==> config.mk <==
export PLATFORM = sky130hd
export DESIGN_NAME = pattern_generator_n
export DESIGN_NICKNAME = d
export VERILOG_FILES = /design/src/rtl/pattern_generator_n.sv
export SDC_FILE = /design/constraint.sdc
export NUM_CORES = 1
export LEC_CHECK = 0
export BUFFER_PORTS_ARGS = -buffer_cell sky130_fd_sc_hd__buf_2
export CAP_MARGIN = 20
export CELL_PAD_IN_SITES_DETAIL_PLACEMENT = 0
export CELL_PAD_IN_SITES_GLOBAL_PLACEMENT = 2
export CORE_MARGIN = 2
export CORE_UTILIZATION = 30
export CTS_CLUSTER_DIAMETER = 150
export DETAILED_ROUTE_END_ITERATION = 8
export GPL_ROUTABILITY_DRIVEN = 0
export PLACE_DENSITY_LB_ADDON = 0.1
export SLEW_MARGIN = 10
export SYNTH_ARGS = -nofsm -noshare
export SYNTH_HDL_FRONTEND = slang
export SYNTH_SLANG_ARGS = --single-unit
export TNS_END_PERCENT = 5
==> constraint.sdc <==
create_clock -name clk_1 -period 3.55 [get_ports clk_1]
set_clock_uncertainty 0.15 [all_clocks]
set_input_delay 0.71 -clock clk_1 [delete_from_list [all_inputs] [get_ports clk_1]]
set_output_delay 0.71 -clock clk_1 [all_outputs]
set_load 0.05 [all_outputs]
==> src/rtl/pattern_generator_n.sv <==
// LFSR-driven pattern generator: a frame of NUM_CELLS cells, updated once per
// STEP_DIV enabled clocks either by random-fill (one cell) or by scrolling.
module pattern_generator_n #(
  parameter int          NUM_CELLS = 16,
  parameter int          PATTERN_W = 3,
  parameter int          STEP_DIV  = 4,
  parameter logic [15:0] SEED      = 16'hACE1
) (
  input  logic                           clk_1,
  input  logic                           rst,
  input  logic                           enable,
  input  logic                           clear,
  input  logic                           mode,
  output logic [NUM_CELLS*PATTERN_W-1:0] pattern,
  output logic                           frame_valid,
  output logic [7:0]                     step_count
);

  localparam int          IDX_W      = $clog2(NUM_CELLS);
  localparam int          FW         = NUM_CELLS * PATTERN_W;
  localparam logic [15:0] LP_SEED    = (SEED == 16'h0000) ? 16'h0001 : SEED;
  localparam logic [15:0] LP_DIV_MAX = 16'(STEP_DIV - 1);

  logic [15:0]          r_divCnt;
  logic [15:0]          r_lfsr;
  logic [FW-1:0]        r_pattern;
  logic                 r_valid;
  logic [7:0]           r_stepCount;

  logic                 w_step;
  logic [15:0]          w_lfsrNext;
  logic [PATTERN_W-1:0] w_cellData;
  logic [IDX_W-1:0]     w_cellIdx;
  logic [FW-1:0]        w_patternNext;

  assign w_step     = enable && (r_divCnt == LP_DIV_MAX);
  assign w_lfsrNext = (r_lfsr >> 1) ^ (r_lfsr[0] ? 16'hB400 : 16'h0000);
  assign w_cellData = w_lfsrNext[PATTERN_W-1:0];
  assign w_cellIdx  = r_stepCount[IDX_W-1:0];

  // Mode is only consulted here, so a mid-period change lands at the next step.
  always_comb begin
    w_patternNext = r_pattern;
    if (mode) begin
      w_patternNext = {r_pattern[FW-PATTERN_W-1:0], w_cellData};
    end else begin
      w_patternNext[int'(w_cellIdx)*PATTERN_W +: PATTERN_W] = w_cellData;
    end
  end

  always_ff @(posedge clk_1 or posedge rst) begin
    if (rst) begin
      r_divCnt    <= 16'h0000;
      r_lfsr      <= LP_SEED;
      r_pattern   <= '0;
      r_valid     <= 1'b0;
      r_stepCount <= 8'h00;
    end else if (clear) begin
      r_divCnt    <= 16'h0000;
      r_lfsr      <= LP_SEED;
      r_pattern   <= '0;
      r_valid     <= 1'b0;
      r_stepCount <= 8'h00;
    end else begin
      r_valid <= w_step;
      if (enable) begin
        r_divCnt <= w_step ? 16'h0000 : r_divCnt + 16'h0001;
      end
      if (w_step) begin
        r_lfsr      <= w_lfsrNext;
        r_pattern   <= w_patternNext;
        r_stepCount <= r_stepCount + 8'h01;
      end
    end
  end

  assign pattern     = r_pattern;
  assign frame_valid = r_valid;
  assign step_count  = r_stepCount;

endmodule

==> results.ini, run 1 <==
[setup_path]
crit_family=simple AND/OR/NAND/NOR gates
r2r_end=pattern[42]
crit_path_max_incr_delay_ns=0.81
critical_path_class=reg2reg
startpoint_type=register
required_ns=3.63
crit_top_cell=nor3b_1
cp-end-kind=register
timing.rr.start=step_count[1]
crit_slowest_cell=nor3b_1
critPathMaxFanout=14
arrival_ns=3.27
r2r_cells=7
rrSetupSlack_ns=0.36
cp_num_buf_inv=2
path_cells=inv_1 -> ha_1 -> nor3b_1 -> nor3b_1 -> buf_2 -> a2bb2oi_1 -> a211o_1

[clock_network]
cts_hold_buf=0
cts-buffers-inserted=9
tritoncts=built
htreeDepth=3
cts-root-buf=clkbuf_16
insertion_delay_ns=0.35
path_clk_slew_ns=0.06
clk_path_buf_depth=2
cts.sinks=89
cts-resized-gates=0
post-cts-setup-buffers=0

[drt]
drtPass1Iterations=5
drtIter0Drc=326
post_drt_wl_per_cell_um=21.7
drc=0
routed_via_density=5.65
antenna_left=0
finalWirelength_um=17500
num_vias=4543

[timing]
post-route-min-period_ns=3.19
setup_tns_ns=0
rsz0062_at_grt=false
maxSlewViolCount=0
max_freq_ghz=0.313
post-route-period-util=0.899
worstMarginPinSlew_ns=0.929
maxSlewHeadroom=0.379
hold_viol=0
setup_viol=0

[grt]
grt_max_degree=52
grt_pass1_vias=4416
grt.overflow.total=0
grt_usage=0.201
antenna_found_initial=0
grt_pass1_wl_um=27400

[layout]
nets=590
design_area_mm2=0.00590
drive_gt1_frac=0.212
antenna_cells=0
finish.utilization=0.358
area_delta_synth_final_pct=17.8

[yosys]
yosysMostFrequentCell=dfrtp_1
seq_area_frac_synth=0.446
ys_types=65
synth-edff-count=0
syn_avg_cell_area_um2=9.47
synth.largest_area_cell=dfrtp_1
ys_seq_elements=89
synth_area_leaders=dfrtp_1, dfstp_2, a21oi_1, a22oi_1, inv_1
syn_nets=540
ys_async_sr_fraction=1.00
synth_cells=529
synth-main-ff-cell=dfrtp_1
synthTopCellsByCount=dfrtp_1, a21oi_1, inv_1
yosysWarnings=0
synth_top_area_share=0.404
netlist_area_mm2=0.00501

[run]
maxCapViolations=0

[floorplanning]
dieArea_mm2=0.0178
io_pins=62
num_rows=47
die_w_um=133
core_area_mm2=0.0165
start_util=0.304
die_h_um=133

[power]
power.leakage_nw=2.51
p_per_area_mw_per_mm2=367
ir_worst_vdd_uv=269

[placed_design]
place_hpwl_um=12200
dpl_cell_area_mm2=0.00559
portBuffers=61

[min_path]
hp-class=in2async

[outcome]
status=finished clean

[stage by stage]
| step | cells | hold WS [ns] | worst slack (ns) | power, W |
|---|---|---|---|---|
| 3_3_place_gp | 787 | 0.336 | 0.371 | 0.00116 |
| 5_1_grt | 804 | 0.378 | 0.139 | 0.00226 |
| 4_1_cts | 804 | 0.355 | 0.382 | 0.00219 |
| 3_5_place_dp | 788 | 0.339 | 0.406 | 0.00116 |
| 6_report | 804 | 0.348 | 0.360 | 0.00217 |
| 2_1_floorplan | 529 | 0.312 | 0.396 | 0.00112 |
[state kept, by name, summed over array words and instances (netlist names)]
| name | flops |
|---|---|
| r_lfsr | 16 |
| r_divCnt | 16 |
| step_count | 8 |
| pattern | 48 |
| frame_valid | 1 |
[logic make-up (layout without fill, tap and decap cells)]
logic type / after synthesis / count (layout) / share of synthesized area
fa+ha+maj: 6 / 6 / 0.0150
mux: 4 / 4 / 0.00899
flops: 89 / 89 / 0.446
xor+xnor: 17 / 17 / 0.0297
buf+inv: 79 / 134 / 0.0624
simple gates: 156 / 156 / 0.179
compound gates: 178 / 178 / 0.258
[worst reg2reg max path, delay by kind of cell (launching register included)]
family                   cells  cell delay [ns]
flip-flops                   1             0.55
buffers and inverters        2             0.39
adder cells (fa/ha/maj)      1             0.41
AND/OR/NAND/NOR              2             1.11
AO/OA/AOI/OAI                2             0.46
[routing by layer]
| metal | vias up | track usage | routed length (µm) |
|---|---|---|---|
| met2 | 137 | 0.314 | 8130 |
| met5 | - | 0 | 0 |
| met4 | 0 | 0.0733 | 375 |
| li1 | 2088 | - | - |
| met1 | 2293 | 0.277 | 8110 |
| met3 | 25 | 0.0384 | 861 |
[power by group]
group          switching (W)  internal [W]  total, W
Combinational      0.0000905     0.0000280  0.000118
Clock               0.000423      0.000603   0.00103
Sequential        0.00000283       0.00102   0.00102
[cell usage in the layout, fill, tap and decap left out, types with 5 or more instances in the layout]
master,n
nand4_1,14
xnor2_1,10
o22ai_1,16
o32ai_1,13
o22a_1,5
buf_2,62
a22o_1,6
a211oi_1,7
buf_4,18
dfstp_2,8
o211ai_1,9
inv_1,35
nor2_1,27
a21oi_1,41
xor2_1,7
ha_1,6
nor3b_1,5
nor3_1,10
nand3_1,10
clkbuf_16,9
dfrtp_1,81
nor2b_1,10
o21ai_0,13
nor4_1,7
and2_1,11
nand2_1,26
a32oi_1,6
a22oi_1,25
o2bb2ai_1,13
and3_1,5
[final cells by class]
class	count	area [µm²]
Tap cell	220	275
Fill cell	1717	10600
Clock inverter	4	50.0
Inverter	37	140
Multi-Input combinational cell	361	2470
Clock buffer	12	267
Timing Repair Buffer	81	465
Sequential cell	89	2240
[worst max-delay path by stage]
stage	startpoint	end	slack, ns	cells after the start
6_report	step_count[1]	pattern[42]	0.36	7
2_1_floorplan	rst	frame_valid	0.40	1
3_3_place_gp	step_count[1]	pattern[30]	0.37	6
5_1_grt	step_count[1]	pattern[42]	0.14	7
3_5_place_dp	step_count[1]	pattern[42]	0.41	7
4_1_cts	step_count[1]	pattern[42]	0.38	7
Power figures use the tool's default switching activity.
==> run 2, diff against run 1 <==
--- a/config.mk
+++ b/config.mk
@@ -15,6 +15,7 @@
 export DETAILED_ROUTE_END_ITERATION = 8
 export GPL_ROUTABILITY_DRIVEN = 0
 export PLACE_DENSITY_LB_ADDON = 0.1
+export REMOVE_ABC_BUFFERS = 1
 export SLEW_MARGIN = 10
 export SYNTH_ARGS = -nofsm -noshare
 export SYNTH_HDL_FRONTEND = slang
==> run 2 against run 1 <==
Compared with the run above: worst setup slack better by 0.011 ns; flip-flop and latch count is the same; hold slack worse by 0.043 ns; routed wire length fell by 4.1%; global-route usage fell by 0.65 points; core utilization increased by 0.099 points; design area grew 0.28%; cell count decreased by 0.25%; critical path depth down 1; clock power is 9.7% higher; largest cell class unchanged; highest routed layer unchanged.
==> results.ini, run 2 (synthesis results as in run 1) <==
[clock_network]
path_clk_slew_ns=0.06  ; about the same
cts-buffers-inserted=9  ; unchanged
htreeDepth=3  ; unchanged
insertion_delay_ns=0.35  ; about the same
cts_hold_buf=0  ; unchanged
cts.sinks=89  ; unchanged
cts-resized-gates=0  ; unchanged
post-cts-setup-buffers=0  ; unchanged
tritoncts=built  ; unchanged
cts-root-buf=clkbuf_16  ; unchanged
clk_path_buf_depth=2  ; unchanged

[timing]
post-route-min-period_ns=3.18  ; was 3.19 ns
setup_tns_ns=0  ; unchanged
maxSlewHeadroom=0.194  ; was 0.379
hold_viol=0  ; unchanged
maxSlewViolCount=0  ; unchanged
setup_viol=0  ; unchanged
max_freq_ghz=0.315  ; was 0.313 GHz
post-route-period-util=0.896  ; was 0.899
worstMarginPinSlew_ns=1.21  ; was 0.929 ns
rsz0062_at_grt=false  ; unchanged
layout_setup_ws_ns=0.371  ; was 0.360 ns
whs_ns=0.305  ; was 0.348 ns

[layout]
antenna_cells=0  ; unchanged
area_delta_synth_final_pct=18.1  ; was 17.8%
finish.utilization=0.359  ; was 0.358
final_cell_mix=dfrtp_1, buf_2, a21oi_1  ; unchanged
final_common_cell=dfrtp_1  ; unchanged
drive_gt1_frac=0.208  ; was 0.212
final_cell_count_no_fill=802  ; was 804
largest_register_ffs=48  ; unchanged
nets=588  ; was 590

[drt]
drtPass1Iterations=4  ; was 5
routed_via_density=5.49  ; was 5.65
drtIter0Drc=207  ; was 326
drc=0  ; unchanged
post_drt_wl_per_cell_um=20.9  ; was 21.7 µm
finalWirelength_um=16800  ; was 17500 µm
antenna_left=0  ; unchanged
num_vias=4406  ; was 4543

[grt]
grt_pass1_wl_um=26400  ; was 27400 µm
grt_usage=0.194  ; was 0.201
grt.overflow.total=0  ; unchanged
antenna_found_initial=0  ; unchanged
grt_pass1_vias=4357  ; was 4416
grt_max_degree=90  ; was 52

[setup_path]
timing.rr.start=step_count[1]  ; unchanged
critPathMaxFanout=14  ; unchanged
required_ns=3.63  ; about the same
startpoint_type=register  ; unchanged
critical_path_class=reg2reg  ; unchanged
cp-end-kind=register  ; unchanged
crit_start=step_count[1]  ; unchanged
arrival_ns=3.26  ; was 3.27 ns

[outcome]
status=finished clean  ; unchanged

[floorplanning]
start_util=0.304  ; unchanged
dieArea_mm2=0.0178  ; unchanged
io_pins=62  ; unchanged
die_w_um=133  ; unchanged
die_h_um=133  ; unchanged
num_rows=47  ; unchanged
core_area_mm2=0.0165  ; unchanged

[power]
p_per_area_mw_per_mm2=382  ; was 367 mW/mm²
power.leakage_nw=2.51  ; about the same
ir_worst_vdd_uv=242  ; was 269 µV

[placed_design]
place_ws_ns=0.476  ; was 0.406 ns
placedCellCount=786  ; was 788
place_hpwl_um=11600  ; was 12200 µm
portBuffers=61  ; unchanged

[run]
maxCapViolations=0  ; unchanged

[min_path]
hp-class=in2async  ; unchanged

[run 2: cell count changes in the layout (fill, tap and decap cells not counted), sizes merged]
cell,change
clkbuf,-1
clkinvlp,-1
buf,-2
bufinv,+2
[run 2: worst max-delay path, cell delays in order (launching register included)]
cell and delay (ns):
dfrtp_1 0.54, inv_1 0.14, ha_1 0.44, nor3b_1 0.82, nor3b_1 0.40, a2bb2oi_1 0.25, a211o_1 0.31
[run 2: cell type report]
type	count	area (µm²)
Fill cell	1687	10500
Multi-Input combinational cell	361	2470
Sequential cell	89	2240
Timing Repair Buffer	79	453
Tap cell	220	275
Clock buffer	11	243
Inverter	37	140
Clock inverter	5	103
[run 2: report_power, final]
group | leakage, nW | switching, W | internal (W) | total (W)
Sequential | 1.21 | 0.00000299 | 0.00102 | 0.00102
Combinational | 1.13 | 0.0000870 | 0.0000291 | 0.000116
Clock | 0.166 | 0.000419 | 0.000707 | 0.00113
[run 2: layer usage]
| metal | global-route usage | up-vias | routed length, µm |
|---|---|---|---|
| li1 | - | 2076 | - |
| met1 | 0.275 | 2186 | 7820 |
| met2 | 0.306 | 123 | 7880 |
| met3 | 0.0263 | 21 | 766 |
| met4 | 0.0644 | 0 | 290 |
| met5 | 0 | - | 0 |
[run 2: per-stage QoR]
stage	power, W	instance area, µm²
after global placement	0.00116	5570
after CTS	0.00229	5920
after global routing	0.00234	5920
after detailed placement	0.00116	5570
after floorplan	0.00110	4840
final	0.00226	5920
[run 2: final timing paths]
path | end | slack, ns | cells after the start
worst max-delay path | pattern[42] | 0.37 | 6
worst min-delay path | step_count[6] | 0.31 | 3
worst max register to register | pattern[42] | 0.37 | 6
worst min register to register | r_lfsr[8] | 0.35 | 1
max in group asynchronous | r_lfsr[10] | 2.53 | 3
min in group clk_1 | r_lfsr[8] | 0.35 | 1
==> run 3, diff against run 2 <==
--- a/config.mk
+++ b/config.mk
@@ -5,7 +5,6 @@
 export SDC_FILE = /design/constraint.sdc
 export NUM_CORES = 1
 export LEC_CHECK = 0
-export BUFFER_PORTS_ARGS = -buffer_cell sky130_fd_sc_hd__buf_2
 export CAP_MARGIN = 20
 export CELL_PAD_IN_SITES_DETAIL_PLACEMENT = 0
 export CELL_PAD_IN_SITES_GLOBAL_PLACEMENT = 2
@@ -13,6 +12,7 @@
 export CORE_UTILIZATION = 30
 export CTS_CLUSTER_DIAMETER = 150
 export DETAILED_ROUTE_END_ITERATION = 8
+export DONT_BUFFER_PORTS = 1
 export GPL_ROUTABILITY_DRIVEN = 0
 export PLACE_DENSITY_LB_ADDON = 0.1
 export REMOVE_ABC_BUFFERS = 1
==> constraint.sdc (replaced) <==
create_clock -name clk_1 -period 3.55 [get_ports clk_1]
set_clock_uncertainty 0.15 [all_clocks]
set_input_delay 0.71 -clock clk_1 [delete_from_list [all_inputs] [get_ports clk_1]]
set_output_delay 0.71 -clock clk_1 [all_outputs]
set_load 0.01 [all_outputs]
==> run 3 against run 2 <==
Compared with the run above: worst setup slack better by 0.45 ns; flip-flop and latch count did not move; combinational power is 20% lower; cell count down 7.7%; maximum frequency increased by 16%; design area decreased by 5.8%; total power down 5.4%; largest cell class unchanged; highest routed layer unchanged.
==> results.ini, run 3 (synthesis results as in run 1) <==
[drt]
post_drt_wl_per_cell_um=22.6  ; was 20.9 µm
drc=0  ; unchanged
num_vias=4164  ; was 4406
finalWirelength_um=16700  ; was 16800 µm
antenna_left=0  ; unchanged
drtPass1Iterations=5  ; was 4
drtIter0Drc=233  ; was 207
routed_via_density=5.63  ; was 5.49

[floorplanning]
die_h_um=133  ; unchanged
dieArea_mm2=0.0178  ; unchanged
core_area_mm2=0.0165  ; unchanged
die_w_um=133  ; unchanged
num_rows=47  ; unchanged
io_pins=62  ; unchanged
start_util=0.304  ; unchanged

[power]
internal_power_w=0.00165  ; was 0.00175 W
total_power_w=0.00214  ; was 0.00226 W
p_seq_frac=0.477  ; was 0.451
pwr-share-comb=0.043  ; was 0.051
switching_share=0.229  ; was 0.225
p_per_area_mw_per_mm2=384  ; was 382 mW/mm²
power_frac_clock=0.480  ; was 0.498
ir_worst_vdd_uv=213  ; was 242 µV
p_switching_w=0.000491  ; was 0.000509 W
power.leakage_nw=2.16  ; was 2.51 nW

[placed_design]
place_hpwl_um=11700  ; was 11600 µm
portBuffers=0  ; was 61
place_ws_ns=0.651  ; was 0.476 ns

[timing]
hold_viol=0  ; unchanged
max_freq_ghz=0.366  ; was 0.315 GHz
post-route-min-period_ns=2.73  ; was 3.18 ns
setup_viol=0  ; unchanged
rsz0062_at_grt=false  ; unchanged
maxSlewViolCount=0  ; unchanged
maxSlewHeadroom=0.442  ; was 0.194
worstMarginPinSlew_ns=0.831  ; was 1.21 ns
post-route-period-util=0.769  ; was 0.896
setup_tns_ns=0  ; unchanged
whs_ns=0.172  ; was 0.305 ns
layout_setup_ws_ns=0.821  ; was 0.371 ns

[setup_path]
arrival_ns=2.87  ; was 3.26 ns
critical_path_class=reg2reg  ; unchanged
startpoint_type=register  ; unchanged
cp-end-kind=register  ; unchanged
required_ns=3.69  ; was 3.63 ns
critPathMaxFanout=36  ; was 14

[clock_network]
cts_hold_buf=0  ; unchanged
cts-resized-gates=0  ; unchanged
post-cts-setup-buffers=0  ; unchanged
cts.sinks=89  ; unchanged
cts-root-buf=clkbuf_16  ; unchanged
clk_path_buf_depth=2  ; unchanged
path_clk_slew_ns=0.07  ; was 0.06 ns
tritoncts=built  ; unchanged
insertion_delay_ns=0.35  ; about the same
htreeDepth=3  ; unchanged
cts-buffers-inserted=9  ; unchanged

[layout]
nets=526  ; was 588
final_common_cell=dfrtp_1  ; unchanged
seq_area_mm2=0.00224  ; unchanged
fillers=1746  ; was 1687
area_delta_synth_final_pct=11.3  ; was 18.1%
antenna_cells=0  ; unchanged
multi_input_area_mm2=0.00247  ; unchanged
final_cell_mix=dfrtp_1, a21oi_1, inv_1  ; was dfrtp_1, buf_2, a21oi_1
largest_register_ffs=48  ; unchanged
finish.utilization=0.339  ; was 0.359
drive_gt1_frac=0.113  ; was 0.208

[grt]
grt.overflow.total=0  ; unchanged
grt_pass1_wl_um=25900  ; was 26400 µm
grt_max_degree=64  ; was 90
grt_pass1_vias=4143  ; was 4357
grt_usage=0.192  ; was 0.194
antenna_found_initial=0  ; unchanged

[outcome]
status=finished clean  ; unchanged

[min_path]
hp-class=in2async  ; unchanged

[run]
maxCapViolations=0  ; unchanged

## run 3: cell count changes in the layout (fill, tap and decap cells not counted), sizes merged
cell    previous run  this run
buf               79        17
inv               35        36
bufinv             3         1
clkinv             3         2
clkbuf            11        13
## run 3: area by class of cell
type	count	area share
Clock buffer	13	0.0485
Sequential cell	89	0.401
Multi-Input combinational cell	361	0.442
Timing Repair Buffer	17	0.0251
Tap cell	220	0.0494
Clock inverter	3	0.00830
Inverter	37	0.0251
## run 3: per-layer routing
layer  up-vias  share of wire  track usage
met2        97           0.46        0.301
met4         0          0.015       0.0603
li1       1952              -            -
met5         -              0            0
met1      2100           0.46        0.267
met3        15          0.056       0.0419
## run 3: per-stage QoR
step	cell area, µm²	cells
final	5580	740
after global routing	5580	740
after CTS	5580	740
after detailed placement	5260	724
after global placement	5260	724
after floorplan	4840	487
## run 3: worst max-delay path: stages (launching register included)
cell     delay, ns
dfrtp_1       0.48
or4_4         0.63
nor4_4        0.54
nand2_4       0.35
inv_1         0.32
a22o_1        0.17
## run 3: power groups by stage
stage                     registers (W)  logic (W)  clock network (W)
after global routing            0.00102   0.000105            0.00109
final                           0.00102  0.0000927            0.00103
after detailed placement        0.00104  0.0000949                  0
after floorplan                 0.00104  0.0000609                  0
after CTS                       0.00102  0.0000950            0.00105
after global placement          0.00104  0.0000951                  0
## run 3: worst paths after layout
check	start	endpoint	slack [ns]	depth (start not counted)
worst max register to register	r_divCnt[4]	r_lfsr[14]	0.82	5
min in group clk_1	clear	r_divCnt[0]	0.27	1
worst max-delay path	r_divCnt[4]	r_lfsr[14]	0.82	5
worst min register to register	r_lfsr[8]	r_lfsr[7]	0.34	1
worst min-delay path	rst	step_count[6]	0.17	1
max in group asynchronous	rst	r_lfsr[5]	2.31	2
